[src/rtl/mem_ctrl_pkg.sv]
// Shared definitions for the load/store sequencer: FSM states, RV32I
// funct3 width codes, per-width base byte masks and a size-legality check.
package mem_ctrl_pkg;

    localparam int unsigned XLEN = 32;

    // RV32I load/store funct3 width codes
    localparam logic [2:0] SIZE_BYTE   = 3'b000;
    localparam logic [2:0] SIZE_HALF   = 3'b001;
    localparam logic [2:0] SIZE_WORD   = 3'b010;
    localparam logic [2:0] SIZE_BYTE_U = 3'b100;
    localparam logic [2:0] SIZE_HALF_U = 3'b101;

    // Byte-enable masks for an access at offset 0
    localparam logic [3:0] MASK_BYTE = 4'b0001;
    localparam logic [3:0] MASK_HALF = 4'b0011;
    localparam logic [3:0] MASK_WORD = 4'b1111;

    typedef enum logic [1:0] {
        ST_IDLE,
        ST_ACC0,
        ST_ACC1,
        ST_DONE
    } state_t;

    function automatic logic size_legal(input logic [2:0] size);
        case (size)
            SIZE_BYTE, SIZE_HALF, SIZE_WORD, SIZE_BYTE_U, SIZE_HALF_U: size_legal = 1'b1;
            default:                                                   size_legal = 1'b0;
        endcase
    endfunction

    // Unsigned variants share the signed variant's width via the low two bits
    function automatic logic [3:0] base_mask(input logic [2:0] size);
        case (size[1:0])
            2'b00:   base_mask = MASK_BYTE;
            2'b01:   base_mask = MASK_HALF;
            2'b10:   base_mask = MASK_WORD;
            default: base_mask = 4'b0000;
        endcase
    endfunction

endpackage

[src/rtl/mem_load_align.sv]
// Load data extraction: shifts the (possibly two-word) read data down by the
// byte offset and sign/zero-extends it to the requested width.
//   w64        : {high word, low word} as returned by memory
//   off        : byte offset of the request within the first word
//   size       : funct3 width code
//   resp_rdata : extended load result (combinational)
module mem_load_align
    import mem_ctrl_pkg::*;
(
    input  logic [2*XLEN-1:0] w64,
    input  logic [1:0]        off,
    input  logic [2:0]        size,
    output logic [XLEN-1:0]   resp_rdata
);

    logic [XLEN-1:0] raw;

    always_comb begin
        raw        = XLEN'(w64 >> {off, 3'b000});
        resp_rdata = '0;
        case (size)
            SIZE_BYTE:   resp_rdata = {{24{raw[7]}}, raw[7:0]};
            SIZE_BYTE_U: resp_rdata = {24'h0, raw[7:0]};
            SIZE_HALF:   resp_rdata = {{16{raw[15]}}, raw[15:0]};
            SIZE_HALF_U: resp_rdata = {16'h0, raw[15:0]};
            SIZE_WORD:   resp_rdata = raw;
            default:     resp_rdata = '0;
        endcase
    end

endmodule

[src/rtl/mem_access_ctrl.sv]
// Load/store sequencer between the core memory stage and a word-organised
// data memory. Takes one byte-addressed request, issues one or two aligned
// word accesses with byte enables, and returns an aligned/extended result.
//   clk, rst_n           : clock, asynchronous active-low reset
//   req_valid/req_ready  : request handshake (ready only when idle)
//   req_write/size/addr/wdata : request payload
//   resp_valid/err/rdata : one-cycle completion pulse, error flag, load data
//   mem_addr/we/wdata    : word-aligned memory address, byte enables, data
//   mem_rdata            : read data, one cycle after the address
module mem_access_ctrl
    import mem_ctrl_pkg::*;
#(
    parameter bit ALLOW_MISALIGNED = 1'b1
) (
    input  logic            clk,
    input  logic            rst_n,
    input  logic            req_valid,
    output logic            req_ready,
    input  logic            req_write,
    input  logic [2:0]      req_size,
    input  logic [XLEN-1:0] req_addr,
    input  logic [XLEN-1:0] req_wdata,
    output logic            resp_valid,
    output logic            resp_err,
    output logic [XLEN-1:0] resp_rdata,
    output logic [XLEN-1:0] mem_addr,
    output logic [3:0]      mem_we,
    output logic [XLEN-1:0] mem_wdata,
    input  logic [XLEN-1:0] mem_rdata
);

    state_t            state_q, state_d;

    logic [7:0]        mask8_c;
    logic [2*XLEN-1:0] d64_c;
    logic              cross_c, illegal_c, accept_c;

    logic              write_q, cross_q;
    logic [2:0]        size_q;
    logic [1:0]        off_q;
    logic [3:0]        hi_we_q;
    logic [XLEN-1:0]   hi_wdata_q, lo_q;

    logic [XLEN-1:0]   addr_d, wdata_d;
    logic [3:0]        we_d;
    logic              err_d;

    logic [2*XLEN-1:0] w64_c;
    logic [XLEN-1:0]   align_rdata_c;

    // Request decode: byte lanes over two words and store data placement
    always_comb begin
        mask8_c   = {4'b0000, base_mask(req_size)} << req_addr[1:0];
        cross_c   = |mask8_c[7:4];
        d64_c     = {32'h0, req_wdata} << {req_addr[1:0], 3'b000};
        illegal_c = !size_legal(req_size) || (cross_c && !ALLOW_MISALIGNED);
        accept_c  = req_valid && req_ready;
    end

    // Next state and next values of the registered memory-side outputs
    always_comb begin
        state_d = state_q;
        addr_d  = mem_addr;
        wdata_d = mem_wdata;
        we_d    = 4'b0000;
        err_d   = 1'b0;
        case (state_q)
            ST_IDLE: begin
                if (accept_c) begin
                    if (illegal_c) begin
                        state_d = ST_DONE;
                        err_d   = 1'b1;
                    end else begin
                        state_d = ST_ACC0;
                        addr_d  = {req_addr[31:2], 2'b00};
                        we_d    = req_write ? mask8_c[3:0] : 4'b0000;
                        wdata_d = d64_c[31:0];
                    end
                end
            end
            ST_ACC0: begin
                if (cross_q) begin
                    state_d = ST_ACC1;
                    addr_d  = mem_addr + 32'd4;
                    we_d    = hi_we_q;
                    wdata_d = hi_wdata_q;
                end else begin
                    state_d = ST_DONE;
                end
            end
            ST_ACC1: state_d = ST_DONE;
            ST_DONE: state_d = ST_IDLE;
            default: state_d = ST_IDLE;
        endcase
    end

    // State and output registers
    always_ff @(posedge clk or negedge rst_n) begin
        if (!rst_n) begin
            state_q    <= ST_IDLE;
            req_ready  <= 1'b1;
            resp_valid <= 1'b0;
            resp_err   <= 1'b0;
            mem_addr   <= '0;
            mem_we     <= 4'b0000;
            mem_wdata  <= '0;
        end else begin
            state_q    <= state_d;
            req_ready  <= (state_d == ST_IDLE);
            resp_valid <= (state_d == ST_DONE);
            resp_err   <= err_d;
            mem_addr   <= addr_d;
            mem_we     <= we_d;
            mem_wdata  <= wdata_d;
        end
    end

    // Latched request and the low word of a split load
    always_ff @(posedge clk or negedge rst_n) begin
        if (!rst_n) begin
            write_q    <= 1'b0;
            cross_q    <= 1'b0;
            size_q     <= 3'b000;
            off_q      <= 2'b00;
            hi_we_q    <= 4'b0000;
            hi_wdata_q <= '0;
            lo_q       <= '0;
        end else begin
            if (accept_c) begin
                write_q    <= req_write;
                cross_q    <= cross_c;
                size_q     <= req_size;
                off_q      <= req_addr[1:0];
                hi_we_q    <= req_write ? mask8_c[7:4] : 4'b0000;
                hi_wdata_q <= d64_c[63:32];
            end
            if (state_q == ST_ACC1) begin
                lo_q <= mem_rdata;
            end
        end
    end

    // In DONE, mem_rdata holds the last word read (high word when split)
    assign w64_c = cross_q ? {mem_rdata, lo_q} : {32'h0, mem_rdata};

    mem_load_align u_load_align (
        .w64        (w64_c),
        .off        (off_q),
        .size       (size_q),
        .resp_rdata (align_rdata_c)
    );

    assign resp_rdata = (state_q == ST_DONE && !write_q && !resp_err) ? align_rdata_c : '0;

endmodule

[config.mk]
export PLATFORM = sky130hd
export DESIGN_NAME = mem_access_ctrl
export DESIGN_NICKNAME = d
export VERILOG_FILES = /design/src/rtl/mem_ctrl_pkg.sv /design/src/rtl/mem_load_align.sv /design/src/rtl/mem_access_ctrl.sv
export SDC_FILE = /design/constraint.sdc
export NUM_CORES = 1
export LEC_CHECK = 0
export CELL_PAD_IN_SITES_DETAIL_PLACEMENT = 1
export CELL_PAD_IN_SITES_GLOBAL_PLACEMENT = 1
export CORE_MARGIN = 2
export CORE_UTILIZATION = 34
export CTS_CLUSTER_DIAMETER = 120
export DETAILED_ROUTE_END_ITERATION = 7
export PLACE_DENSITY_LB_ADDON = 0.1
export SLEW_MARGIN = 20
export SYNTH_ARGS = -nofsm -noshare
export SYNTH_HDL_FRONTEND = slang
export SYNTH_SLANG_ARGS = --single-unit
[constraint.sdc]
create_clock -name clk -period 2.8 [get_ports clk]
set_clock_uncertainty 0.1 [all_clocks]
set_input_delay 0.7 -clock clk [delete_from_list [all_inputs] [get_ports clk]]
set_output_delay 0.7 -clock clk [all_outputs]
set_load 0.1 [all_outputs]
* After elaboration in Yosys (flattened, before gate mapping)
Index checks and enable logic that the tools add are counted.
** Operators by class
- Reductions and logical operators :: 14
- Shift-type cells :: 3
- Multiplexer cells :: 26
- $lt $le $gt $ge :: 0
- Multiply operators :: 0
- Add/sub/neg operators :: 1
- Equal/unequal tests :: 17
- Div/mod/pow operators :: 0
- Bitwise operators :: 0
** Operators with widths (number)
- 32-bit two-way mux :: 7
- 32-bit case mux with 5 select lines :: 1
- 32-bit case mux with 2 select lines :: 2
- 64-bit two-way mux :: 1
- 32-bit by 5-bit left shift with 64-bit output :: 1
- 64-bit by 5-bit right shift with 32-bit output :: 1
- 32-bit by 3-bit adder with 32-bit output (second input constant) :: 1
- 4-bit two-way mux :: 5
- 3-bit == test (second input constant) :: 4
- 4-bit case mux with 3 select lines :: 1
- 2-bit == test (second input constant) :: 4
- 2-bit case mux with 4 select lines :: 1
- 4-bit case mux with 2 select lines :: 1
- 4-bit by 2-bit left shift with 8-bit output :: 1
- 3-bit by 1-bit == test with 1-bit output (second input constant) :: 2
- 3-bit by 2-bit == test with 1-bit output (second input constant) :: 2
- 2-bit logical NOT :: 3
- 3-bit logical NOT :: 2
- 2-bit inequality test (second input constant) :: 3
- 1-bit two-way mux :: 5
- 5-bit OR reduction :: 1
- 2-bit by 1-bit == test with 1-bit output (second input constant) :: 2
- 2-bit two-way mux :: 2
- 4-bit AND reduction :: 1
- other kinds (4) :: 7
** Word-level totals
- Flip-flop bits (word level) :: 148
- Word-level logic and storage cells :: 75
- RAM bits :: 0
- Memory bits (read-only) :: 0
- Output and inout port bits :: 103
- Input port bits :: 103
- Bits in latches :: 0
- Memories :: 0

* Logic depth before layout (Yosys ltp)
Gate-level depths: netlist of the first run.
- Depth after elaboration :: 7
- Depth in mapped cells :: 9
- Gate-level depth less buffers :: 7

* By module
Synthesis of the first run repeated with hierarchy kept, for this count alone.
** Second synthesis, totals
- Cells, all modules :: 906
- Area total of the unflattened synthesis :: 8921.1 um2
** Modules (own cells, without submodules)
- mem_access_ctrl :: times used 1, area each 7701.1 um2, cells each 789, sequential area each 3429.5 um2
- mem_load_align :: times used 1, area each 1219.9 um2, cells each 117, sequential area each 0.0 um2

* Worst setup path before layout of the first run
Ideal clock, no wire load.
- Kind :: register -> output
- Start point :: reg cross_q
- End point :: out resp_rdata[20]
- Path buffers :: 4
- Arrival :: 3653 ps
- Data required time :: 2000 ps
- Stages on the path, launching flop included :: 7
- Slack :: -1653 ps
- Cell sequence :: dfrtp_1 -> buf_6 -> clkbuf_1 -> buf_1 -> clkbuf_1 -> a22oi_1 -> o21ai_0
** On the way
- Cells in the longest elaborated chain, start to end :: 4
** Ends and longest elaborated chain
- start: declaration :: RTL line mem_access_ctrl.sv:38 : logic write_q, cross_q;
- start signal: assignment :: RTL line mem_access_ctrl.sv:131 : cross_q <= cross_c;
- 64-bit two-way mux :: RTL line mem_access_ctrl.sv:144 : assign w64_c = cross_q ? {mem_rdata, lo_q} : {32'h0, mem_rdata};
- 64-bit by 5-bit right shift with 32-bit output :: RTL line mem_load_align.sv:19 : raw = XLEN'(w64 >> {off, 3'b000});
- 32-bit case mux with 5 select lines :: RTL line mem_load_align.sv:21 : case (size)
- 32-bit two-way mux :: RTL line mem_access_ctrl.sv:153 : assign resp_rdata = (state_q == ST_DONE && !write_q && !resp_err) ? align_rdata_c : '0;
- end: declaration :: RTL line mem_access_ctrl.sv:25 : output logic [XLEN-1:0] resp_rdata,
Every way passes these cells.

* Final worst setup path of the first run
- Start point :: in mem_rdata[31]
- End point :: out resp_rdata[30]
** On the way
- Cells in the longest elaborated chain, start to end :: 4
** Ends and longest elaborated chain
- start: declaration :: RTL line mem_access_ctrl.sv:29 : input logic [XLEN-1:0] mem_rdata
- 64-bit two-way mux :: RTL line mem_access_ctrl.sv:144
- 64-bit by 5-bit right shift with 32-bit output :: RTL line mem_load_align.sv:19
- 32-bit case mux with 5 select lines :: RTL line mem_load_align.sv:21
- 32-bit two-way mux :: RTL line mem_access_ctrl.sv:153
Every way passes these cells.

==> impl_metrics.json, run 1 <==
{
  "start_util_pct": 34.6,
  "r2r-start": "cross_q",
  "num_rows": 57,
  "drtIter0Drc": 457,
  "place_area_um2": 11700,
  "gp_congestion": 0.793,
  "grt_pass1_wl_um": 49300,
  "fp.dieH_um": 161,
  "nets": 1236,
  "violations": "setup timing",
  "fin_crit_sh_pct": 117,
  "ir_drop_mv": 1.02,
  "path_cells": "clkdlybuf4s15_1 > mux4_2 > mux2i_4 > or4b_4 > a21boi_4 > clkbuf_16 > o21ai_4 > buf_12",
  "synthesis.area_um2": 8400,
  "io_buffer_count": 203,
  "antennaDiodeCount": 0,
  "cts_tree": "done",
  "grt_use_met2_pct": 41.4,
  "cap_violations": 0,
  "seq_area_frac_synth_pct": 40.8,
  "cp.arrival_ps": 2480,
  "num_vias": 7981,
  "cts_sinks": 137,
  "postSynthCellCount": 876,
  "critical_path_class": "in -> out",
  "drt_drc_violations_left": 0,
  "status": "finished with violations",
  "wl_um": 31100,
  "synth.yosys.warnings": 0,
  "layout_setup_ws_ps": -482,
  "grt_usage_pct": 24.2,
  "postLayoutCellArea_um2": 12800,
  "layout_common_cells": "138 x buf_4, 133 x dfrtp_1, 92 x nand2_1, 90 x clkdlybuf4s50_1, 69 x nor2_1",
  "final.setup.tns_ps": -11860,
  "cts_root_buffer": "clkbuf_16",
  "cts_buffers": 17,
  "die_area_um2": 26000,
  "rsz0062_at_grt": "true",
  "preCtsSetupSlack_ps": -731,
  "num_io_pins": 206,
  "synth.largest_area_cell": "dfrtp_1",
  "synth_area_per_cell_um2": 9.59,
  "slowest_stage": "mux4_2",
  "routedWlPerCell_um": 21.3,
  "crit_fanout": 8,
  "fmax_mhz": 305,
  "synth.distinct_cells": 53,
  "hpwl_um": 21400,
  "syn_to_final_growth_pct": 52.9,
  "clock_path_buffers": 2,
  "worst_pin_slew_ps": 806,
  "clock_latency_ps": 420,
  "overflow": 0,
  "async_flop_share_pct": 100,
  "synth-seq-cells": 137,
  "drive_gt1_share_pct": 33.7,
  "use_met1_pct": 32.7,
  "drtAntennaViolNets": 0,
  "cellLeakagePower_nw": 5.42,
  "via_per_inst": 5.47,
  "synth_top_area_share_pct": 40.5,
  "endpoint_kind": "output port",
  "grt_pass1_vias": 8476,
  "final_common_cell": "buf_4",
  "htreeDepth": 4,
  "worstPathRequired_ps": 2000,
  "grt_max_degree": 53,
  "crit_path_start_kind": "input port",
  "min_period_ps": 3280,
  "critPathTopFamily": "multiplexers",
  "hold_class": "in -> async",
  "clkTransAtPathRegs_ps": 70,
  "cpPeakStageDelay_ps": 490,
  "hold_viol_final": 0,
  "antenna_found_initial": 0,
  "final_core_util_pct": 53.0,
  "fill_cells": 2654,
  "yosys-top-cells-area": "dfrtp_1 41%, mux2i_1 7.9%, mux2_2 7.8%, mux4_2 5.4%, o21ai_0 4.4%",
  "cp-startpoint": "mem_rdata[31]",
  "die_w_um": 161,
  "first_pass_iters": 4,
  "worst-path-buf-inv": 3,
  "maxSlewHeadroom_pct": 46.1,
  "finalMaxSlewViolations": 0,
  "use_met3_pct": 3.72,
  "synth_edf_count": 0,
  "busiest_layer": "met2",
  "core-area_um2": 24200,
  "synth_ff_type": "dfrtp_1",
  "final-setup-viol-count": 31,
  "power.density_nw_per_um2": 1450
}
[worst reg2reg max path: stages, from the launching register on]
cell and delay [ps]:
dfrtp_2 410, buf_4 260, bufbuf_16 370, mux2i_1 150
a311o_2 420, buf_4 220, a221oi_1 360, nor2_1 80
[Yosys cell counts (all sizes together), types with 20 or more instances]
master  instances
dfrtp         136
buf            29
o22ai          25
a21oi          50
o21ai          84
nor2           83
nand3          29
mux2           58
mux4           20
mux2i          66
nand2          95
clkbuf         42
[cell families after synthesis]
group	after synthesis	share of synthesized area [%]
fa+ha+maj	10	1.49
other cells	1	0.0447
simple gates	264	14.1
buf+inv	80	4.08
mux	144	21.0
flops	137	40.8
compound gates	240	18.4
[path summary, 6_finish.rpt]
kind / end / slack (ps) / cells past startpoint
setup / recovery: resp_rdata[30] / -480 / 8
hold / removal: lo_q[10] / 120 / 1
setup reg to reg: mem_wdata[10] / 310 / 7
hold reg to reg: hi_wdata_q[7] / 380 / 2
max in group asynchronous: mem_addr[3] / 1750 / 2
min in group clk: hi_wdata_q[7] / 380 / 2
[state kept, by name, indices dropped and copies added (netlist names)]
register and cells:
mem_we 4, hi_wdata_q 24, write_q 1, resp_valid 1
mem_addr 30, resp_err 1, size_q 3, lo_q 32
mem_wdata 32, off_q 2, hi_we_q 3, req_ready 1
state_q 2, cross_q 1
[where the power goes]
group	internal (mW)	total [mW]	leakage, nW	switching (mW)
clock network	1.28	2.32	0.296	1.04
registers	2.87	3.71	1.65	0.836
logic	4.48	12.6	3.47	8.09
[timing repair]
item | in CTS | in global routing
resized for setup | 57 | 38
pin swaps | 3 | 6
endpoints found under the setup margin | 32 | 31
hold buffers | 0 | 0
setup buffers | 6 | 5
cloned | 5 | 1
[layout make-up]
class | instances | area [um2] | share of cell area (%)
inverter | 9 | 33.8 | 0.263
multi-input combinational | 660 | 5140 | 40.0
clock buffer | 17 | 425 | 3.31
timing repair buffer | 298 | 3230 | 25.1
sequential | 137 | 3430 | 26.7
tap | 324 | 405 | 3.16
clock inverter | 15 | 173 | 1.34
[metal layers]
| metal | wire length, um | share of wire, % | vias to the layer above |
|---|---|---|---|
| met4 | 218 | 0.70 | 0 |
| met2 | 15800 | 51 | 172 |
| met3 | 1110 | 3.6 | 14 |
| met5 | 0 | 0 | - |
| li1 | - | - | 3750 |
| met1 | 14000 | 45 | 4045 |
[per-stage QoR]
step           hold slack, ps  power [mW]  instances
2_1_floorplan             304        11.8        877
3_3_place_gp              354        15.2       1416
3_5_place_dp              365        15.4       1416
4_1_cts                   131        18.4       1457
5_1_grt                   144        19.5       1460
6_report                  124        18.6       1460
(Power assumes the default switching activity.)
==> run 2, diff against run 1 <==
--- a/config.mk
+++ b/config.mk
@@ -11,6 +11,7 @@
 export CORE_UTILIZATION = 34
 export CTS_CLUSTER_DIAMETER = 120
 export DETAILED_ROUTE_END_ITERATION = 7
+export GPL_ROUTABILITY_DRIVEN = 0
 export PLACE_DENSITY_LB_ADDON = 0.1
 export SLEW_MARGIN = 20
 export SYNTH_ARGS = -nofsm -noshare
==> results of run 2 <==
The final DEF is identical to that of run 1; final timing and power are the same.
==> run 3, diff against run 2 <==
--- a/config.mk
+++ b/config.mk
@@ -9,7 +9,7 @@
 export CELL_PAD_IN_SITES_GLOBAL_PLACEMENT = 1
 export CORE_MARGIN = 2
 export CORE_UTILIZATION = 34
-export CTS_CLUSTER_DIAMETER = 120
+export CTS_CLUSTER_DIAMETER = 60
 export DETAILED_ROUTE_END_ITERATION = 7
 export GPL_ROUTABILITY_DRIVEN = 0
 export PLACE_DENSITY_LB_ADDON = 0.1
==> results of run 3 <==
The final DEF is identical to that of run 1; final timing and power are the same.
